## src/rtl/kw_arb_pkg.sv

```systemverilog
// kw_arb_pkg: shared types and default widths for the arbiter client slice
package kw_arb_pkg;
  typedef enum logic [1:0] {ARB_CL_IDLE, ARB_CL_REQ, ARB_CL_BURST} arb_client_state_t;
  localparam int W_DEF = 32;
  localparam int LEN_W_DEF = 8;
  localparam int WAIT_W_DEF = 10;
  localparam int STARVE_LIM_DEF = 512;
endpackage

```

## src/rtl/kw_arb_client_if.sv

```systemverilog
// kw_arb_client_if: arbiter request/lock/grant pair plus the shared-bus beat signals
interface kw_arb_client_if import kw_arb_pkg::*; #(parameter int W = W_DEF);
  logic request;
  logic lock;
  logic grant;
  logic out_valid;
  logic [W-1:0] out_data;
  logic out_last;
  modport master(output request, lock, out_valid, out_data, out_last, input grant);
  modport slave(input request, lock, out_valid, out_data, out_last, output grant);
endinterface

```

## src/rtl/kw_sat_counter.sv

```systemverilog
// kw_sat_counter: up counter that sticks at all-ones, with synchronous clear
module kw_sat_counter #(parameter int WIDTH = 10) (
  input  logic             clock,
  input  logic             reset_n,
  input  logic             clear,
  input  logic             inc,
  output logic [WIDTH-1:0] count
);
  always_ff @(posedge clock or negedge reset_n)
    if (!reset_n) count <= '0;
    else if (clear) count <= '0;
    else if (inc && !(&count)) count <= count + 1'b1;
endmodule

```

## src/rtl/kw_arb_client.sv

```systemverilog
// kw_arb_client: requester agent holding the arbiter grant via lock for a whole burst
module kw_arb_client import kw_arb_pkg::*; #(
  parameter int W = W_DEF,
  parameter int LEN_W = LEN_W_DEF,
  parameter int WAIT_W = WAIT_W_DEF,
  parameter int STARVE_LIM = STARVE_LIM_DEF
) (
  input  logic              clock,
  input  logic              reset_n,
  input  logic              cmd_valid,
  output logic              cmd_ready,
  input  logic [LEN_W-1:0]  cmd_len,
  input  logic              in_valid,
  output logic              in_ready,
  input  logic [W-1:0]      in_data,
  kw_arb_client_if.master   bus,
  output logic              busy,
  output logic              starved,
  output logic [WAIT_W-1:0] wait_cnt
);
  localparam logic [1:0] IDLE = ARB_CL_IDLE;
  localparam logic [1:0] REQ = ARB_CL_REQ;
  localparam logic [1:0] BURST = ARB_CL_BURST;
  logic [1:0] state;
  logic [LEN_W-1:0] remaining;
  logic req_q, lock_q, xfer, last, load;
  assign xfer = req_q & bus.grant & in_valid;
  assign last = remaining == '0;
  assign load = (state == IDLE) & cmd_valid;
  assign cmd_ready = state == IDLE;
  assign busy = state != IDLE;
  assign in_ready = xfer;
  assign bus.out_valid = xfer;
  assign bus.out_data = in_data;
  assign bus.out_last = xfer & last;
  assign bus.request = req_q;
  assign bus.lock = lock_q;
  assign starved = wait_cnt >= WAIT_W'(STARVE_LIM);
  always_ff @(posedge clock or negedge reset_n)
    if (!reset_n) begin
      state <= IDLE;
      req_q <= 1'b0;
      lock_q <= 1'b0;
      remaining <= '0;
    end else if (load) begin
      state <= REQ;
      req_q <= 1'b1;
      lock_q <= |cmd_len;
      remaining <= cmd_len;
    end else if (busy && xfer) begin
      state <= last ? IDLE : BURST;
      req_q <= !last;
      lock_q <= lock_q & !last;
      remaining <= last ? remaining : remaining - 1'b1;
    end
  kw_sat_counter #(.WIDTH(WAIT_W)) u_wait (
    .clock(clock),
    .reset_n(reset_n),
    .clear(load),
    .inc((state == REQ) & !xfer),
    .count(wait_cnt)
  );
endmodule
```

## src/flat_wrapper.sv

```systemverilog
// flat-port wrapper written by rule: the top's interface ports become plain ports
module kw_arb_client_flat import kw_arb_pkg::*;
#(
  parameter int W = W_DEF,
  parameter int LEN_W = LEN_W_DEF,
  parameter int WAIT_W = WAIT_W_DEF,
  parameter int STARVE_LIM = STARVE_LIM_DEF
)
  (clock, reset_n, cmd_valid, cmd_ready, cmd_len, in_valid, in_ready, in_data, busy, starved, wait_cnt, bus_request, bus_lock, bus_out_valid, bus_out_data, bus_out_last, bus_grant);
  kw_arb_client_if #(.W(W)) bus_i ();
  input  logic clock;
  input  logic reset_n;
  input  logic cmd_valid;
  output logic cmd_ready;
  input  logic [LEN_W-1:0] cmd_len;
  input  logic in_valid;
  output logic in_ready;
  input  logic [W-1:0] in_data;
  output logic busy;
  output logic starved;
  output logic [WAIT_W-1:0] wait_cnt;
  output wire logic [$bits(bus_i.request)-1:0] bus_request;
  output wire logic [$bits(bus_i.lock)-1:0] bus_lock;
  output wire logic [$bits(bus_i.out_valid)-1:0] bus_out_valid;
  output wire logic [$bits(bus_i.out_data)-1:0] bus_out_data;
  output wire logic [$bits(bus_i.out_last)-1:0] bus_out_last;
  input wire logic [$bits(bus_i.grant)-1:0] bus_grant;
  assign bus_request = bus_i.request;
  assign bus_lock = bus_i.lock;
  assign bus_out_valid = bus_i.out_valid;
  assign bus_out_data = bus_i.out_data;
  assign bus_out_last = bus_i.out_last;
  assign bus_i.grant = bus_grant;
  kw_arb_client #(.W(W), .LEN_W(LEN_W), .WAIT_W(WAIT_W), .STARVE_LIM(STARVE_LIM)) u_core (.clock(clock), .reset_n(reset_n), .cmd_valid(cmd_valid), .cmd_ready(cmd_ready), .cmd_len(cmd_len), .in_valid(in_valid), .in_ready(in_ready), .in_data(in_data), .bus(bus_i), .busy(busy), .starved(starved), .wait_cnt(wait_cnt));
endmodule
```

## config.mk

```make
export PLATFORM = sky130hd
export DESIGN_NAME = kw_arb_client_flat
export DESIGN_NICKNAME = d
export VERILOG_FILES = /design/src/rtl/kw_arb_pkg.sv /design/src/rtl/kw_arb_client_if.sv /design/src/rtl/kw_sat_counter.sv /design/src/rtl/kw_arb_client.sv /design/src/flat_wrapper.sv
export SDC_FILE = /design/constraint.sdc
export NUM_CORES = 1
export LEC_CHECK = 0
export CAP_MARGIN = 10
export CORE_MARGIN = 2
export CORE_UTILIZATION = 40
export CTS_CLUSTER_SIZE = 25
export DETAILED_ROUTE_END_ITERATION = 10
export GPL_ROUTABILITY_DRIVEN = 0
export MAX_ROUTING_LAYER = met4
export PLACE_DENSITY = 0.87
export REMOVE_ABC_BUFFERS = 1
export SETUP_SLACK_MARGIN = 0.02
export SKIP_LAST_GASP = 1
export SYNTH_ARGS = -nofsm -noshare
export SYNTH_HDL_FRONTEND = slang
export SYNTH_SLANG_ARGS = --single-unit
```

## constraint.sdc

```tcl
create_clock -name clock -period 2.87 [get_ports clock]
set_input_delay 0.287 -clock clock [delete_from_list [all_inputs] [get_ports clock]]
set_output_delay 0.287 -clock clock [all_outputs]
set_load 0.01 [all_outputs]
```

# Word-level counts from Yosys, hierarchy flattened
# Cells that the tools add are included.
# totals
mem_bits_ro	0
reg_bits	22
output_inout_bits	50
mem_bits_rw	0
latch_bits	0
in_bits	45
n_memories	0
wordCells	41
# op_classes
n_eq_ne	2
n_reduce_logical	13
n_shift	0
n_bitwise	6
n_addsub	2
n_lt_le_gt_ge	1
n_mux	12
n_mul	0
n_div	0
# op_table
op	count
two-way mux 8 bit	3
two-way mux 10 bit	2
adder 10 x 1 -> 10 bit (second input constant)	1
greater-or-equal comparator 10 bit (second input constant)	1
AND reduction 10 bit	1
zero test 8 bit	1
OR reduction 8 bit	1
subtractor 8 x 1 -> 8 bit (second input constant)	1
AND 1 bit	6
two-way mux 2 bit	3
nonzero test 2 bit	3
two-way mux 1 bit	4
zero test 1 bit	3
equality test 2 x 1 -> 1 bit (second input constant)	1
logical AND 1 bit	2
zero test 2 bit	1
inequality test 2 bit (second input constant)	1
AND reduction 2 bit	1

# Logic depth before layout (Yosys ltp)
# logic_depth
word_depth	7
mapped_depth	7
mapped_depth_nobuf	6

# By module
# From an unflattened synthesis, not the netlist that was laid out.
# hier_totals
cells_unflattened	173
area_unflattened_um2	1507.7
# by_module_without_submodules
mod	seq_area_each_um2	cells_each	area_each_um2	instances
kw_arb_client	300.3	117	963.4	1
kw_sat_counter	250.2	56	544.3	1

# Least setup slack after synthesis
# OpenSTA, ideal clock, no wires.
# synth_path
path_kind	register -> register
from	register u_core.remaining[0]
to	register u_core.remaining[3]
setup_slack_ns	1.113
path_buffers	0
stages_incl_launch_ff	7
t_arrival_ns	1.633
synth_period_minus_slack_ns	1.757
required_time_ns	2.746
setup_time_ns	0.124
cell_sequence	dfrtp_1 > inv_1 > ha_1 > nor4b_4 > a211o_4 > o311a_1 > a211o_1
# synth_via
elab_chain_cells	4
word_cells_on_any_way	7
cone_classes	1 x add/sub; 1 x eq/ne; 3 x mux; 2 x reduce/logical
# synth_lines
element	line_no	text
from (decl)	kw_arb_client.sv:25	logic [LEN_W-1:0] remaining;
from (signal assigned)	kw_arb_client.sv:49	remaining <= cmd_len;
from (signal assigned)	kw_arb_client.sv:54	remaining <= last ? remaining : remaining - 1'b1;
subtractor 8 x 1 -> 8 bit	kw_arb_client.sv:54	
two-way mux 8 bit	kw_arb_client.sv:54	
two-way mux 8 bit	kw_arb_client.sv:50	end else if (busy && xfer) begin
two-way mux 8 bit	kw_arb_client.sv:45	end else if (load) begin
# Several ways; a longest one is shown, not always the timed one. The select of a mux whose other input is x is not followed.
# A chain may end at the register's enable or synchronous reset.

# Final worst setup path
# layout_path
from	register u_core.remaining[0]
to	output port bus_out_last
# layout_via
elab_chain_cells	2
# layout_lines
element	line_no	text
zero test 8 bit	kw_arb_client.sv:28	assign last = remaining == '0;
AND 1 bit	kw_arb_client.sv:35	assign bus.out_last = xfer & last;
to (decl)	flat_wrapper.sv:26	output wire logic [$bits(bus_i.out_last)-1:0] bus_out_last;
# Every way passes these cells.

==> results_dict.tcl <==
set metrics [dict create \
    critPathSlowestCell "clkdlybuf4s50_1" \
    maxSlewHeadroom 0.616 \
    grt_pass1_wl_um 6650 \
    rsz0062_at_grt "false" \
    antenna_found_initial 0 \
    grt_usage 0.219 \
    clock_tree.root_cell "clkbuf_8" \
    cts_buffers 3 \
    cellLeakagePower_nw 0.716 \
    status "finished clean" \
    place_area_sq_um 1610 \
    finalPower_mw 1.28 \
    cp-end-kind "output port" \
    fin_ws_ns 0.442 \
    yosys_warnings 0 \
    period_needed_ns 2.43 \
    cts_resized 0 \
    drc 0 \
    ios 95 \
    peakVddDrop_mv 0.521 \
    cp_cell_sequence "inv_1 > ha_1 > nor4b_4 > and3_1 > clkdlybuf4s50_1" \
    h-tree-depth 1 \
    worstMarginPinSlew_ns 0.576 \
    synthDistinctLibCells 45 \
    required_ns 2.58 \
    clk_latency_ns 0.27 \
    grt_pass1_vias 1172 \
    place_ws_ns 0.602 \
    fmax_mhz 412 \
    critical_path_buf_inv_count 2 \
    setup_tns_ns 0 \
    initial_core_util 0.416 \
    antennaDiodeCount 0 \
    setup_viol 0 \
    worst-path-max-fanout 6 \
    grt-ovfl-total 0 \
    slew_violations 0 \
    hold_viol_final 0 \
    yosysSeqAreaShare 0.364 \
    dieArea_sq_um 4290 \
    cts_hold_buffers 0 \
    synth_top_area_cell "dfrtp_1" \
    cap_viol_max_count 0 \
    arrival_ns 2.14 \
    cts.clk_slew.worst_paths_ns 0.08 \
    place_hpwl_um 3160 \
    cp-start-kind "flip-flop" \
    areaGrowthSynthToFinish_pct 10.4 \
    worst-r2r-cell-count 6 \
    synthTopCellsByArea "dfrtp_1, buf_4, nand3_1, nand2_1, ha_1" \
    synthCells 163 \
    wire_per_inst_um 20.7 \
    synth_area_sq_um 1510 \
    yosysTopAreaCellShare 0.364 \
    fin_hold_ws_ns 0.366 \
    period_share 0.846 \
    coreArea_sq_um 3630 \
    worst_r2r_endpoint "u_core.remaining[3]$_DFFE_PN0P_" \
    cts_setup_buffers 0 \
    io_buffers 30 \
    timing.rr.start "u_core.remaining[0]$_DFFE_PN0P_" \
    die_h_um 65.5 \
    max_stage_delay_ns 0.54 \
    async_reset_ff_frac 1.00 \
    fin_skew_ns 0.00214 \
    fp.dieW_um 65.5 \
    fillers 357 \
    synth-edff-count 0 \
    cts_tree "built" \
    via_per_inst 6.00 \
    hold_class "in -> async" \
    r2r_slack_ns 0.98 \
    drt_first_iter_violations 38 \
    p_per_area_nw_per_um2 764 \
    final_common_cell "clkdlybuf4s50_1" \
    ys.flop_type "dfrtp_1" \
    drive_gt1_frac 0.100 \
    rows 22 \
    cts_sinks 22 \
    final_cell_mix "clkdlybuf4s50_1, dfrtp_1, nand2_1" \
    finalWirelength_um 4300 \
    firstDrtPassIters 4 \
    ys_ff_latch 22 \
    syn_avg_cell_area_sq_um 9.27 \
    design_area_sq_um 1670 \
    postRouteAntennaNets 0 \
    crit_type "reg -> out" \
    crit_family "simple AND/OR/NAND/NOR gates" \
    nets 209 \
    clockBufferDepth 2 \
    vias 1249 \
    grt_max_degree 23 \
]
[registers in the layout, summed over array words and instances (netlist names)]
name                 cells
u_core.bus.lock          1
u_core.bus.request       1
u_core.remaining         8
u_core.state             2
u_core.u_wait.count     10
[synth_stat cells, types with 3 or more instances]
| cell | instances |
|---|---|
| clkbuf_1 | 4 |
| nor3_1 | 4 |
| nor2_1 | 7 |
| dfrtp_1 | 22 |
| inv_1 | 8 |
| ha_1 | 3 |
| and3_1 | 4 |
| a21oi_1 | 4 |
| nand2_1 | 12 |
| a211o_1 | 3 |
| nand4_1 | 4 |
| buf_4 | 33 |
| nor4_1 | 4 |
| nand3_1 | 10 |
| a31o_2 | 3 |
[power by group]
part / switching (mW) / internal, mW / total, mW
Clock: 0.105 / 0.122 / 0.227
Combinational: 0.240 / 0.274 / 0.514
Sequential: 0.125 / 0.410 / 0.535
[logic make-up after synthesis]
group / after synthesis / share of synthesized area
AOI/OAI and AO/OA: 29 / 0.162
DFF: 22 / 0.364
and+or+nand+nor: 58 / 0.225
adders and majority gates: 3 / 0.0248
muxes: 3 / 0.0207
buffers and inverters: 48 / 0.203
[through the flow]
step                std cells   util
floorplan                 124      -
global placement          204  0.444
detailed placement        204  0.444
CTS                       208  0.459
global route              208  0.459
finish                    208  0.459
[cell type report]
type | instances | area [sq um] | share of cell area
sequential | 22 | 551 | 0.330
multi-input combinational | 93 | 654 | 0.392
inverter | 9 | 33.8 | 0.0202
clock buffer | 4 | 55.1 | 0.0330
tap | 48 | 60.1 | 0.0360
timing repair buffer | 32 | 315 | 0.189
[worst max-delay path by stage]
stage	slack (ns)	from	to	cells past startpoint
2_1_floorplan	1.11	u_core.remaining[0]$_DFFE_PN0P_	u_core.remaining[3]$_DFFE_PN0P_	6
3_3_place_gp	0.62	in_valid	bus_out_last	5
3_5_place_dp	0.60	in_valid	bus_out_last	5
4_1_cts	0.46	u_core.remaining[0]$_DFFE_PN0P_	bus_out_last	5
5_1_grt	0.37	u_core.remaining[0]$_DFFE_PN0P_	bus_out_last	5
6_report	0.44	u_core.remaining[0]$_DFFE_PN0P_	bus_out_last	5
[metal layers]
metal | up-vias | global-route usage | part of all wire
li1 | 556 | - | -
met2 | 77 | 0.251 | 0.38
met4 | 0 | 0.0755 | 0.014
met1 | 611 | 0.291 | 0.46
met3 | 5 | 0.154 | 0.15
met5 | - | - | 0
[worst reg2reg max path, cell delays in order, from the launching register on]
cell and delay [ns]:
dfrtp_1 0.39, inv_1 0.06, ha_1 0.22, nor4b_4 0.17
a211o_4 0.38, o311a_1 0.29, a211o_1 0.26
Note: power is estimated with default switching activity, not from simulation.
